$ cat src/rtl/barrier_table_ctl_if.sv
// Barrier request/kill/release bundle between warp control, barrier table and scheduler.
// The master drives arrivals and kills; the slave (barrier_table_ctl) drives stall/release state.
interface barrier_table_ctl_if #(
  parameter int NUM_WARPS    = 4,
  parameter int NUM_BARRIERS = 4
);
  localparam int NW_BITS = (NUM_WARPS > 1) ? $clog2(NUM_WARPS) : 1;
  localparam int NB_BITS = (NUM_BARRIERS > 1) ? $clog2(NUM_BARRIERS) : 1;

  logic                 bar_valid;
  logic [NW_BITS-1:0]   bar_wid;
  logic [NB_BITS-1:0]   bar_id;
  logic [NW_BITS-1:0]   bar_size_m1;
  logic                 kill_valid;
  logic [NW_BITS-1:0]   kill_wid;
  logic [NUM_WARPS-1:0] stalled_mask;
  logic                 release_valid;
  logic [NB_BITS-1:0]   release_id;
  logic [NUM_WARPS-1:0] release_wmask;
  logic                 dup_error;
  logic [31:0]          perf_stall_cycles;

  modport master (
    output bar_valid, bar_wid, bar_id, bar_size_m1, kill_valid, kill_wid,
    input  stalled_mask, release_valid, release_id, release_wmask, dup_error, perf_stall_cycles
  );

  modport slave (
    input  bar_valid, bar_wid, bar_id, bar_size_m1, kill_valid, kill_wid,
    output stalled_mask, release_valid, release_id, release_wmask, dup_error, perf_stall_cycles
  );
endinterface

$ cat src/rtl/barrier_table_ctl.sv
// Per-core barrier table: stalls arriving warps and pulses a release when a barrier fills.
// Optional stall-cycle performance counter is built when BARRIER_PERF_EN is defined.
module barrier_table_ctl #(
  parameter int NUM_WARPS    = 4,
  parameter int NUM_BARRIERS = 4
) (
  input  logic                 clk,
  input  logic                 reset,
  barrier_table_ctl_if.slave   bif
);
  localparam int NW_BITS = (NUM_WARPS > 1) ? $clog2(NUM_WARPS) : 1;
  localparam int NB_BITS = (NUM_BARRIERS > 1) ? $clog2(NUM_BARRIERS) : 1;
  localparam int CW      = NW_BITS + 1;

  logic                 busy_q  [NUM_BARRIERS];
  logic                 busy_k  [NUM_BARRIERS];
  logic                 busy_d  [NUM_BARRIERS];
  logic [NUM_WARPS-1:0] wmask_q [NUM_BARRIERS];
  logic [NUM_WARPS-1:0] wmask_k [NUM_BARRIERS];
  logic [NUM_WARPS-1:0] wmask_d [NUM_BARRIERS];
  logic [CW-1:0]        cnt_q   [NUM_BARRIERS];
  logic [CW-1:0]        cnt_k   [NUM_BARRIERS];
  logic [CW-1:0]        cnt_d   [NUM_BARRIERS];
  logic [NW_BITS-1:0]   size_q  [NUM_BARRIERS];
  logic [NW_BITS-1:0]   size_d  [NUM_BARRIERS];

  logic [NUM_WARPS-1:0] stalled_q, stalled_d;
  logic                 release_valid_q, release_valid_d;
  logic [NB_BITS-1:0]   release_id_q, release_id_d;
  logic [NUM_WARPS-1:0] release_wmask_q, release_wmask_d;
  logic                 dup_q, dup_d;

  logic [NUM_WARPS-1:0] kill_oh, bar_oh;
  assign kill_oh = NUM_WARPS'(1) << bif.kill_wid;
  assign bar_oh  = NUM_WARPS'(1) << bif.bar_wid;

  // Kill is resolved first so a same-cycle arrival sees the post-kill table.
  for (genvar gi = 0; gi < NUM_BARRIERS; gi++) begin : g_kill
    logic hit;
    assign hit         = bif.kill_valid && wmask_q[gi][bif.kill_wid];
    assign wmask_k[gi] = hit ? (wmask_q[gi] & ~kill_oh) : wmask_q[gi];
    assign cnt_k[gi]   = hit ? (cnt_q[gi] - CW'(1)) : cnt_q[gi];
    assign busy_k[gi]  = hit ? (cnt_q[gi] != CW'(1)) : busy_q[gi];
  end

  always_comb begin
    logic [NW_BITS-1:0] eff_size;
    eff_size        = '0;
    release_valid_d = 1'b0;
    release_id_d    = '0;
    release_wmask_d = '0;
    dup_d           = dup_q;
    stalled_d       = '0;
    for (int e = 0; e < NUM_BARRIERS; e++) begin
      busy_d[e]  = busy_k[e];
      wmask_d[e] = wmask_k[e];
      cnt_d[e]   = cnt_k[e];
      size_d[e]  = size_q[e];
    end
    if (bif.bar_valid && !(bif.kill_valid && (bif.kill_wid == bif.bar_wid))) begin
      if (wmask_k[bif.bar_id][bif.bar_wid]) begin
        dup_d = 1'b1;
      end else begin
        eff_size = busy_k[bif.bar_id] ? size_q[bif.bar_id] : bif.bar_size_m1;
        if (cnt_k[bif.bar_id] == {1'b0, eff_size}) begin
          release_valid_d         = 1'b1;
          release_id_d            = bif.bar_id;
          release_wmask_d         = wmask_k[bif.bar_id] | bar_oh;
          busy_d[bif.bar_id]      = 1'b0;
          wmask_d[bif.bar_id]     = '0;
          cnt_d[bif.bar_id]       = '0;
        end else begin
          busy_d[bif.bar_id]  = 1'b1;
          wmask_d[bif.bar_id] = wmask_k[bif.bar_id] | bar_oh;
          cnt_d[bif.bar_id]   = cnt_k[bif.bar_id] + CW'(1);
          if (!busy_k[bif.bar_id]) size_d[bif.bar_id] = bif.bar_size_m1;
        end
      end
    end
    for (int e = 0; e < NUM_BARRIERS; e++) stalled_d = stalled_d | wmask_d[e];
  end

  always_ff @(posedge clk) begin
    if (reset) begin
      for (int e = 0; e < NUM_BARRIERS; e++) begin
        busy_q[e]  <= 1'b0;
        wmask_q[e] <= '0;
        cnt_q[e]   <= '0;
        size_q[e]  <= '0;
      end
      stalled_q       <= '0;
      release_valid_q <= 1'b0;
      release_id_q    <= '0;
      release_wmask_q <= '0;
      dup_q           <= 1'b0;
    end else begin
      for (int e = 0; e < NUM_BARRIERS; e++) begin
        busy_q[e]  <= busy_d[e];
        wmask_q[e] <= wmask_d[e];
        cnt_q[e]   <= cnt_d[e];
        size_q[e]  <= size_d[e];
      end
      stalled_q       <= stalled_d;
      release_valid_q <= release_valid_d;
      release_id_q    <= release_id_d;
      release_wmask_q <= release_wmask_d;
      dup_q           <= dup_d;
    end
  end

  assign bif.stalled_mask  = stalled_q;
  assign bif.release_valid = release_valid_q;
  assign bif.release_id    = release_id_q;
  assign bif.release_wmask = release_wmask_q;
  assign bif.dup_error     = dup_q;

`ifdef BARRIER_PERF_EN
  logic [31:0] perf_q, perf_d;

  always_comb begin
    logic [32:0] sum;
    sum = {1'b0, perf_q};
    for (int w = 0; w < NUM_WARPS; w++) sum = sum + 33'(stalled_q[w]);
    perf_d = sum[32] ? 32'hFFFF_FFFF : sum[31:0];
  end

  always_ff @(posedge clk) begin
    if (reset) perf_q <= '0;
    else       perf_q <= perf_d;
  end

  assign bif.perf_stall_cycles = perf_q;
`else
  assign bif.perf_stall_cycles = '0;
`endif
endmodule

$ cat src/flat_wrapper.sv
// flat-port wrapper written by rule: the top's interface ports become plain ports
module barrier_table_ctl_flat 
#(
  parameter int NUM_WARPS    = 4,
  parameter int NUM_BARRIERS = 4
)
  (clk, reset, bif_bar_valid, bif_bar_wid, bif_bar_id, bif_bar_size_m1, bif_kill_valid, bif_kill_wid, bif_stalled_mask, bif_release_valid, bif_release_id, bif_release_wmask, bif_dup_error, bif_perf_stall_cycles);
  barrier_table_ctl_if #(.NUM_WARPS(NUM_WARPS), .NUM_BARRIERS(NUM_BARRIERS)) bif_i ();
  input  logic clk;
  input  logic reset;
  input wire logic [$bits(bif_i.bar_valid)-1:0] bif_bar_valid;
  input wire logic [$bits(bif_i.bar_wid)-1:0] bif_bar_wid;
  input wire logic [$bits(bif_i.bar_id)-1:0] bif_bar_id;
  input wire logic [$bits(bif_i.bar_size_m1)-1:0] bif_bar_size_m1;
  input wire logic [$bits(bif_i.kill_valid)-1:0] bif_kill_valid;
  input wire logic [$bits(bif_i.kill_wid)-1:0] bif_kill_wid;
  output wire logic [$bits(bif_i.stalled_mask)-1:0] bif_stalled_mask;
  output wire logic [$bits(bif_i.release_valid)-1:0] bif_release_valid;
  output wire logic [$bits(bif_i.release_id)-1:0] bif_release_id;
  output wire logic [$bits(bif_i.release_wmask)-1:0] bif_release_wmask;
  output wire logic [$bits(bif_i.dup_error)-1:0] bif_dup_error;
  output wire logic [$bits(bif_i.perf_stall_cycles)-1:0] bif_perf_stall_cycles;
  assign bif_i.bar_valid = bif_bar_valid;
  assign bif_i.bar_wid = bif_bar_wid;
  assign bif_i.bar_id = bif_bar_id;
  assign bif_i.bar_size_m1 = bif_bar_size_m1;
  assign bif_i.kill_valid = bif_kill_valid;
  assign bif_i.kill_wid = bif_kill_wid;
  assign bif_stalled_mask = bif_i.stalled_mask;
  assign bif_release_valid = bif_i.release_valid;
  assign bif_release_id = bif_i.release_id;
  assign bif_release_wmask = bif_i.release_wmask;
  assign bif_dup_error = bif_i.dup_error;
  assign bif_perf_stall_cycles = bif_i.perf_stall_cycles;
  barrier_table_ctl #(.NUM_WARPS(NUM_WARPS), .NUM_BARRIERS(NUM_BARRIERS)) u_core (.clk(clk), .reset(reset), .bif(bif_i));
endmodule
$ cat config.mk
export PLATFORM = sky130hd
export DESIGN_NAME = barrier_table_ctl_flat
export DESIGN_NICKNAME = d
export VERILOG_FILES = /design/src/rtl/barrier_table_ctl_if.sv /design/src/rtl/barrier_table_ctl.sv /design/src/flat_wrapper.sv
export SDC_FILE = /design/constraint.sdc
export NUM_CORES = 1
export LEC_CHECK = 0
export BUFFER_PORTS_ARGS = -buffer_cell sky130_fd_sc_hd__buf_2
export CORE_MARGIN = 10
export CORE_UTILIZATION = 40
export CTS_BUF_LIST = sky130_fd_sc_hd__clkbuf_8
export DETAILED_ROUTE_END_ITERATION = 7
export HOLD_SLACK_MARGIN = 0.1
export PLACE_DENSITY = 0.71
export SLEW_MARGIN = 20
export SYNTH_ARGS = -nofsm -noshare
export SYNTH_HDL_FRONTEND = slang
export SYNTH_SLANG_ARGS = --single-unit
$ cat constraint.sdc
create_clock -name clk -period 2.8 [get_ports clk]
set_input_delay 0 -clock clk [delete_from_list [all_inputs] [get_ports clk]]
set_output_delay 0 -clock clk [all_outputs]
set_load 0.02 [all_outputs]
==> impl_metrics.py, run 1 <==
metrics = {
    "setup_path": {
        "critPathMaxFanout": 8,
        "path_common_cell": "mux4_2",
        "crit_chain": "mux4_2 -> and2_4 -> mux4_2 -> or2_1 -> or3_4 -> a221oi_4 -> o32ai_2",
        "slowest_delay_ps": 510,
        "worstRegToRegCells": 7,
        "cp.required_ps": 3000,
        "cp.arrival_ps": 3050,
        "cpMaxStageDelayCell": "mux4_2",
        "rrSetupSlack_ps": -50,
        "startpoint_type": "flop",
        "cp-end-kind": "flop",
        "critical_path_class": "flop to flop",
    },
    "grt": {
        "gr-total-overflow": 0,
        "grt_pass1_wl_mm": 14.54,
        "grtUsageTotal_pct": 13.64,
        "grt_pass1_vias": 2963,
        "grt_start_max_net_pins": 49,
        "antenna_found_initial": 0,
    },
    "synthesis": {
        "synth_edf_count": 0,
        "yosysWarnings": 0,
        "synth.distinct_cells": 46,
        "yosysTopAreaCellShare_pct": 31.09,
        "synth_seq_cells": 52,
        "synth_area_leaders": "dfxtp_1, mux2i_1, buf_4",
        "ys_async_sr_fraction_pct": 0,
        "synth_top_area_cell": "dfxtp_1",
        "synth_cells": 392,
        "synth_area_per_cell_um2": 8.541,
        "syn_area_um2": 3348,
        "ys_seq_area_share_pct": 31.09,
        "synth-main-ff-cell": "dfxtp_1",
    },
    "place": {
        "dpl_cell_area_um2": 3691,
        "hpwl_mm": 6.704,
        "portBuffers": 23,
        "gp_congestion": 0.8928,
        "place_ws_ps": -159.3,
    },
    "timing": {
        "fmax_mhz": 351.0,
        "setup_viol": 3,
        "fin_crit_sh_pct": 101.7,
        "setup_ws_ps": -48.96,
        "period_minus_slack_ps": 2849,
        "slew_headroom_pct": 63.90,
        "worst_slew_pin_slew_ps": 541.5,
        "finalHoldViolCount": 0,
        "rsz0062_at_grt": "yes",
        "drv_slew": 0,
        "fin_skew_ps": 12.92,
    },
    "clock_network": {
        "clock_path_buffers": 2,
        "clkSinkCount": 52,
        "worstSkewPairLatency_ps": 320,
        "clock-root-buffer": "clkbuf_8",
        "cts_tree": "done",
        "cts_made_buffers": 5,
        "path_clk_slew_ps": 110,
        "ctsHtreeMaxLevel": 2,
    },
    "worst_hold_path": {
        "hold_path_depth": 4,
        "worstHoldPathType": "input port to flop",
    },
    "die": {
        "initial_core_util_pct": 40.96,
        "ioPinCount": 56,
        "fp-row-count": 33,
        "coreArea_um2": 8175,
        "dieArea_um2": 12430,
        "die_h_um": 111.5,
        "die_width_um": 111.5,
    },
    "finish": {
        "antennaDiodeCount": 0,
        "layout_common_cells": "nor2_1, buf_4, dfxtp_1",
        "final_common_cell": "nor2_1",
        "drive_gt1_share_pct": 32.11,
        "areaGrowthSynthToFinish_pct": 24.70,
        "finalInstanceArea_um2": 4175,
        "n_fill_cell": 727,
        "nNetsFinal": 484,
    },
    "route": {
        "drtIter0Drc": 273,
        "viasPerCell": 5.425,
        "wl_per_cell_um": 16.43,
        "dr.pass1.iters": 6,
        "route.detailed.drc": 0,
        "totalWireLength_mm": 9.348,
        "vias": 3087,
        "detail-route-antenna-nets": 0,
    },
    "run": {
        "cap_violations": 0,
    },
    "outcome": {
        "violations": "negative setup slack",
        "outcome": "finished with violations",
    },
    "pwr": {
        "powerDensity_nw_per_um2": 472.7,
        "p_leak_nw": 1.737,
        "peakVddDrop_v": 0.0002847,
    },
}
==> synthesized netlist by cell type, types with 2 or more instances <==
cell type / number
clkbuf_1: 11
nand2b_1: 18
a21o_1: 2
a211oi_1: 2
nand2_1: 17
a221oi_1: 4
buf_2: 4
or2_1: 2
nor2b_1: 2
mux2i_1: 24
nand3_1: 20
o22ai_2: 4
nor2_1: 61
mux2_2: 2
a21oi_1: 23
and2_1: 7
o21ai_0: 3
mux4_2: 8
ha_1: 9
inv_1: 16
buf_4: 32
dfxtp_1: 52
a31oi_1: 8
nor3_1: 5
a32oi_1: 12
o32ai_1: 4
xnor2_1: 10
buf_6: 7
xor2_1: 2
or3_1: 5
==> sequential cells by signal, summed over array words and instances (netlist names) <==
name                      count
u_core.bif.dup_error          1
u_core.bif.release_id         2
u_core.bif.release_valid      1
u_core.bif.release_wmask      4
u_core.bif.stalled_mask       4
u_core.busy_q                 4
u_core.cnt_q                 12
u_core.size_q                 8
u_core.wmask_q               16
==> final cells by class <==
| class | instances | area (um^2) | share of cell area, % |
|---|---|---|---|
| multi-input cells | 300 | 2130 | 51.00 |
| flip-flops and latches | 52 | 1064 | 25.47 |
| repair buffers | 87 | 628.1 | 15.04 |
| well taps | 105 | 131.4 | 3.147 |
| clock inverters | 3 | 90.09 | 2.158 |
| clock buffers | 5 | 68.82 | 1.648 |
| inverters | 17 | 63.81 | 1.528 |
==> per-stage QoR <==
step           power (W)  setup TNS, ps  hold slack (ps)  util [%]  cells
3_3_place_gp    0.001198         -364.7            359.5     45.15    545
6_report        0.001974         -65.42            102.2     51.07    569
5_1_grt         0.002048          -1345            122.2     51.07    569
4_1_cts         0.001925         -27.80            104.9     48.06    558
3_5_place_dp    0.001205         -483.1            362.8     45.15    545
2_1_floorplan   0.001135              0            170.2         -    423
==> logic make-up after synthesis <==
kind of cell	after synthesis	synth area share, %
simple gates	144	20.52
other cells	1	0.1120
compound gates	68	14.84
buf+inv	71	13.27
xor+xnor	12	3.139
fa+ha+maj	9	3.363
flops	52	31.09
mux	35	13.68
==> timing repair <==
item | 4_1_cts | 5_1_grt
pin swaps | 0 | 14
setup endpoints to repair | 20 | 51
hold buffers | 5 | 0
buffers inserted | 0 | 11
resized for setup | 7 | 42
endpoints found under the hold margin | 11 | 0
==> power breakdown <==
| part | internal, W | switching [W] | total [W] | leakage [nW] |
|---|---|---|---|---|
| Clock | 0.000447 | 0.000266 | 0.000713 | 0.0784 |
| Combinational | 0.000193 | 0.000288 | 0.000481 | 1.23 |
| Sequential | 0.000765 | 0.0000145 | 0.000780 | 0.427 |
==> per-layer routing <==
layer  routed length (um)  global-route usage, %
met1                 3779                  16.71
met2                 4595                  22.70
met3                  819                  3.382
met4                  153                  4.799
met5                    0                      0
==> final timing paths <==
check	from	end
hold / removal	bif_kill_valid	u_core.bif.dup_error
hold reg to reg	u_core.bif.dup_error	u_core.bif.dup_error
setup reg to reg	u_core.wmask_q[3][0]	u_core.bif.stalled_mask[0]
setup / recovery	u_core.wmask_q[3][0]	u_core.bif.stalled_mask[0]
==> critical path: cells and delay by family (launching register included) <==
family           cells  cell delay [ps]
multiplexers         2              980
AND/OR/NAND/NOR      3              890
AO/OA/AOI/OAI        2              490
flip-flops           1              370
Power figures use the tool's default switching activity.
==> run 2, diff against run 1 <==
CORE_UTILIZATION = 53   (was 40)
PLACE_DENSITY = 0.88   (was 0.71)
==> impl_metrics.py, run 2 (synthesis results as in run 1) <==
metrics = {
    "grt": {
        "grtUsageTotal_pct": 18.20,
        "grt_start_max_net_pins": 35,
        "gr-total-overflow": 0,
        "grt_pass1_vias": 3054,
        "grt_pass1_wl_mm": 14.97,
        "antenna_found_initial": 0,
    },
    "finish": {
        "top_register": "u_core.wmask_q",
        "finalInstanceArea_um2": 4063,
        "fin_util_pct": 67.42,
        "largest_register_ff_count": 16,
        "antennaDiodeCount": 0,
        "reg.largest.list": "u_core.wmask_q: 16 flops, u_core.cnt_q: 12 flops, u_core.size_q: 8 flops",
        "layout_common_cells": "nor2_1, buf_4, dfxtp_1",
        "nNetsFinal": 479,
        "final_cells": 534,
        "final_common_cell": "nor2_1",
        "drive_gt1_share_pct": 29.63,
        "areaGrowthSynthToFinish_pct": 21.34,
    },
    "timing": {
        "fin_crit_sh_pct": 100.9,
        "worst_slew_pin_slew_ps": 568.5,
        "finalHoldViolCount": 0,
        "fin_skew_ps": 5.981,
        "fmax_mhz": 354.0,
        "rsz0062_at_grt": "yes",
        "setup_ws_ps": -25.02,
        "drv_slew": 0,
        "setup_tns_ps": -59.79,
        "period_minus_slack_ps": 2825,
        "holdWs_ps": 142.2,
        "setup_viol": 3,
        "slew_headroom_pct": 62.10,
    },
    "setup_path": {
        "startpoint_type": "flop",
        "slowest_delay_ps": 490,
        "cp-end-kind": "flop",
        "cp.arrival_ps": 3000,
        "worstReg2RegStart": "u_core.wmask_q[0][3]",
        "crit_end": "u_core.bif.stalled_mask[2]",
        "critPathLaunch": "u_core.wmask_q[0][3]",
        "cp.depth": 8,
        "critical_path_class": "flop to flop",
        "crit-reg2reg-capture": "u_core.bif.stalled_mask[2]",
        "rrSetupSlack_ps": -30,
        "crit_chain": "mux4_2 -> and2_1 -> mux4_2 -> or2_4 -> or3_4 -> buf_6 -> a221oi_4 -> o32ai_2",
        "worstRegToRegCells": 8,
        "path_common_cell": "mux4_2",
        "critPathMaxFanout": 7,
        "worstPathBufferInverterCount": 1,
        "cpMaxStageDelayCell": "mux4_2",
        "crit_family": "multiplexers",
        "cp.required_ps": 2980,
    },
    "pwr": {
        "internal_power_w": 0.001397,
        "p_sw_w": 0.0005628,
        "powerDensity_nw_per_um2": 482.4,
        "p_leak_nw": 1.705,
        "clock_power_share_pct": 36.2,
        "peakVddDrop_v": 0.0003329,
        "p_sw_share_pct": 28.71,
        "seqPwrFrac_pct": 39.9,
        "p_comb_share_pct": 23.9,
    },
    "route": {
        "wl_per_cell_um": 17.69,
        "drtIter0Drc": 469,
        "viasPerCell": 5.957,
        "dr.pass1.iters": 5,
        "detail-route-antenna-nets": 0,
        "totalWireLength_mm": 9.444,
        "route.detailed.drc": 0,
        "vias": 3181,
    },
    "place": {
        "hpwl_mm": 7.009,
        "portBuffers": 23,
        "dp_cells": 515,
        "dpl_cell_area_um2": 3654,
        "gp_congestion": 0.9387,
    },
    "clock_network": {
        "cts_made_buffers": 5,
        "clkSinkCount": 52,
        "worstSkewPairLatency_ps": 310,
        "cts_tree": "done",
        "clock-root-buffer": "clkbuf_8",
        "clock_path_buffers": 2,
        "ctsHtreeMaxLevel": 2,
        "path_clk_slew_ps": 100,
    },
    "die": {
        "fp-row-count": 28,
        "die_width_um": 99.48,
        "dieArea_um2": 9896,
        "coreArea_um2": 6026,
        "die_h_um": 99.48,
        "ioPinCount": 56,
        "initial_core_util_pct": 55.56,
    },
    "outcome": {
        "outcome": "finished with violations",
        "violations": "negative setup slack",
    },
    "run": {
        "cap_violations": 0,
    },
    "worst_hold_path": {
        "worstHoldPathType": "input port to flop",
    },
}
run 2: final cells by class:
class                           count  area, um^2
Clock buffer                        5       68.82
Clock inverter                      3       90.09
Multi-Input combinational cell    300        2100
Sequential cell                    52        1062
Timing Repair Buffer               82       584.3
Tap cell                           75       93.84
Inverter                           17       63.81
Fill cell                         467        1963
run 2: worst min-delay path by stage:
stage,slack [ps],cells after the start,endpoint,startpoint
detailed placement,360,2,u_core.cnt_q[3][1],reset
floorplan,170,2,u_core.bif.release_wmask[3],bif_bar_wid[0]
CTS,150,3,u_core.bif.release_id[0],bif_bar_id[0]
global placement,350,2,u_core.bif.dup_error,reset
finish,140,4,u_core.bif.dup_error,bif_kill_valid
global route,170,4,u_core.bif.dup_error,bif_kill_valid
run 2: metrics by stage:
step / setup WS (ps) / power [W]
2_1_floorplan: 82.93 / 0.001135
3_3_place_gp: -32.66 / 0.001204
3_5_place_dp: -98.21 / 0.001217
4_1_cts: -16.23 / 0.001933
5_1_grt: -62.00 / 0.002030
6_report: -25.02 / 0.001960
run 2: power groups by stage:
stage	Sequential, W	Combinational (W)	Clock, W
4_1_cts	0.000784	0.000436	0.000713
3_3_place_gp	0.000799	0.000406	0
6_report	0.000783	0.000468	0.000709
3_5_place_dp	0.000800	0.000416	0
2_1_floorplan	0.000807	0.000328	0
5_1_grt	0.000785	0.000502	0.000743
run 2: timing repair:
action / 4_1_cts / 5_1_grt
pin swaps: 4 / 3
endpoints found under the hold margin: 19 / 0
setup buffers: 2 / 3
gates resized for setup: 16 / 24
endpoints found under the setup margin: 31 / 30
hold buffers: 6 / 0
run 2: metal layers:
metal | vias up | track usage (%) | part of all wire, %
met5 | - | 0 | 0
met4 | 0 | 5.292 | 1.9
met3 | 23 | 4.291 | 9.2
met2 | 182 | 30.16 | 47
met1 | 1538 | 22.91 | 42
li1 | 1438 | - | -
run 2: worst min-delay path, delay by kind of cell:
family / cells / cell delay [ps]
buf+inv: 1 / 120
compound gates: 2 / 240
simple gates: 1 / 50
==> run 3, diff against run 2 <==
REMOVE_ABC_BUFFERS = 1   (was not set)
==> impl_metrics.py, run 3 (synthesis results as in run 1) <==
metrics = {
    "outcome": {
        "outcome": "finished with violations",
        "violations": "negative setup slack",
    },
    "setup_path": {
        "worstRegToRegCells": 8,
        "critPathMaxFanout": 7,
        "cpMaxStageDelayCell": "mux4_2",
        "cp.depth": 8,
        "crit_chain": "buf_6 -> mux4_2 -> and2_4 -> mux4_2 -> or2_1 -> or3_4 -> a221oi_4 -> o32ai_2",
        "path_common_cell": "mux4_2",
        "crit_family": "multiplexers",
        "crit-reg2reg-capture": "u_core.bif.stalled_mask[0]",
        "worstPathBufferInverterCount": 1,
        "startpoint_type": "flop",
        "slowest_delay_ps": 500,
        "rrSetupSlack_ps": -50,
        "cp.required_ps": 2980,
        "cp.arrival_ps": 3030,
        "critical_path_class": "flop to flop",
        "cp-end-kind": "flop",
        "worstReg2RegStart": "u_core.wmask_q[2][2]",
    },
    "die": {
        "die_h_um": 99.48,
        "fp-row-count": 28,
        "initial_core_util_pct": 55.56,
        "coreArea_um2": 6026,
        "ioPinCount": 56,
        "dieArea_um2": 9896,
        "die_width_um": 99.48,
    },
    "worst_hold_path": {
        "min_from": "reset",
        "hold_end": "u_core.cnt_q[0][0]",
        "worstHoldPathType": "input port to flop",
        "hold_path_depth": 2,
    },
    "route": {
        "dr.pass1.iters": 5,
        "totalWireLength_mm": 9.782,
        "wl_per_cell_um": 18.42,
        "route.detailed.drc": 0,
        "drtIter0Drc": 343,
        "vias": 3167,
        "detail-route-antenna-nets": 0,
        "viasPerCell": 5.964,
    },
    "timing": {
        "slew_headroom_pct": 64.44,
        "worst_slew_pin_slew_ps": 533.4,
        "drv_slew": 0,
        "finalHoldViolCount": 0,
        "holdWs_ps": 150.4,
        "fin_skew_ps": 11.40,
        "fin_crit_sh_pct": 101.9,
        "period_minus_slack_ps": 2852,
        "setup_viol": 15,
        "setup_ws_ps": -51.89,
        "rsz0062_at_grt": "yes",
        "fmax_mhz": 350.6,
    },
    "finish": {
        "multi_input_area_um2": 2111,
        "layout_common_cells": "nor2_1, buf_4, dfxtp_1",
        "top_register": "u_core.wmask_q",
        "largest_register_ff_count": 16,
        "areaGrowthSynthToFinish_pct": 19.17,
        "final_common_cell": "nor2_1",
        "n_fill_cell": 458,
        "fin_util_pct": 66.22,
        "area.sequential_um2": 1054,
        "drive_gt1_share_pct": 28.29,
        "nNetsFinal": 476,
        "reg.largest.list": "u_core.wmask_q: 16 flops, u_core.cnt_q: 12 flops, u_core.size_q: 8 flops",
        "antennaDiodeCount": 0,
    },
    "grt": {
        "grt_pass1_vias": 3165,
        "grtUsageTotal_pct": 18.53,
        "grt_start_max_net_pins": 29,
        "grt_pass1_wl_mm": 15.30,
        "antenna_found_initial": 0,
        "gr-total-overflow": 0,
    },
    "clock_network": {
        "path_clk_slew_ps": 100,
        "cts_made_buffers": 5,
        "clkSinkCount": 52,
        "clock-root-buffer": "clkbuf_8",
        "ctsHtreeMaxLevel": 2,
        "clock_path_buffers": 2,
        "worstSkewPairLatency_ps": 310,
        "cts_tree": "done",
    },
    "pwr": {
        "powerDensity_nw_per_um2": 446.1,
        "p_leak_nw": 1.668,
        "peakVddDrop_v": 0.0003539,
    },
    "place": {
        "hpwl_mm": 6.857,
        "gp_congestion": 0.9870,
        "place_ws_ps": -111.5,
        "portBuffers": 23,
    },
    "run": {
        "cap_violations": 0,
    },
}
==> run 3: worst max path at each step <==
stage / start / to / slack (ps)
finish: u_core.wmask_q[2][2] / u_core.bif.stalled_mask[0] / -50
global placement: u_core.wmask_q[2][2] / u_core.bif.stalled_mask[2] / -90
CTS: u_core.wmask_q[2][2] / u_core.bif.stalled_mask[1] / 9
global route: u_core.wmask_q[0][1] / u_core.cnt_q[2][0] / -110
detailed placement: u_core.wmask_q[2][2] / u_core.bif.stalled_mask[2] / -110
floorplan: u_core.wmask_q[1][3] / u_core.size_q[3][0] / -200
==> run 3: worst reg2reg max path, stage by stage, from the launching register on <==
cell,delay [ps]
dfxtp_2,350
buf_6,120
mux4_2,460
and2_4,180
mux4_2,500
or2_1,250
or3_4,430
a221oi_4,330
o32ai_2,120
==> run 3: timing repair <==
action | 4_1_cts | 5_1_grt
hold buffers | 7 | 0
buffers inserted | 4 | 3
hold endpoints to repair | 12 | 0
resized for setup | 5 | 30
setup endpoints to repair | 30 | 51
pin swaps | 3 | 8
==> run 3: routing by layer <==
layer  GRT usage, %  wire (um)  share of wire (%)
met5              0          0                  0
met4          8.159        359                3.7
met1          21.29       3681                 38
met3          5.052        972                9.9
met2          31.41       4769                 49
==> run 3: through the flow <==
stage	std cells	cell area, um^2	setup TNS, ps	total power [W]
final	531	3990	-307.3	0.001780
after CTS	528	3847	0	0.001747
after detailed placement	509	3608	-1319	0.001214
after global routing	531	3990	-1906	0.001855
after floorplan	369	3084	-2870	0.001045
after global placement	509	3608	-111.8	0.001201
==> run 3: power by group <==
group | switching [W] | leakage [nW] | internal (W)
registers | 0.0000167 | 0.426 | 0.000768
clock network | 0.000256 | 0.0599 | 0.000267
logic | 0.000290 | 1.18 | 0.000182
total | 0.000563 | 1.67 | 0.00122
==> run 3: final cells by class <==
cell class / count / share of cell area, %
Timing Repair Buffer: 79 / 13.95
Sequential cell: 52 / 26.40
Multi-Input combinational cell: 300 / 52.90
Tap cell: 75 / 2.352
Clock inverter: 3 / 1.066
Clock buffer: 5 / 1.725
Inverter: 17 / 1.599
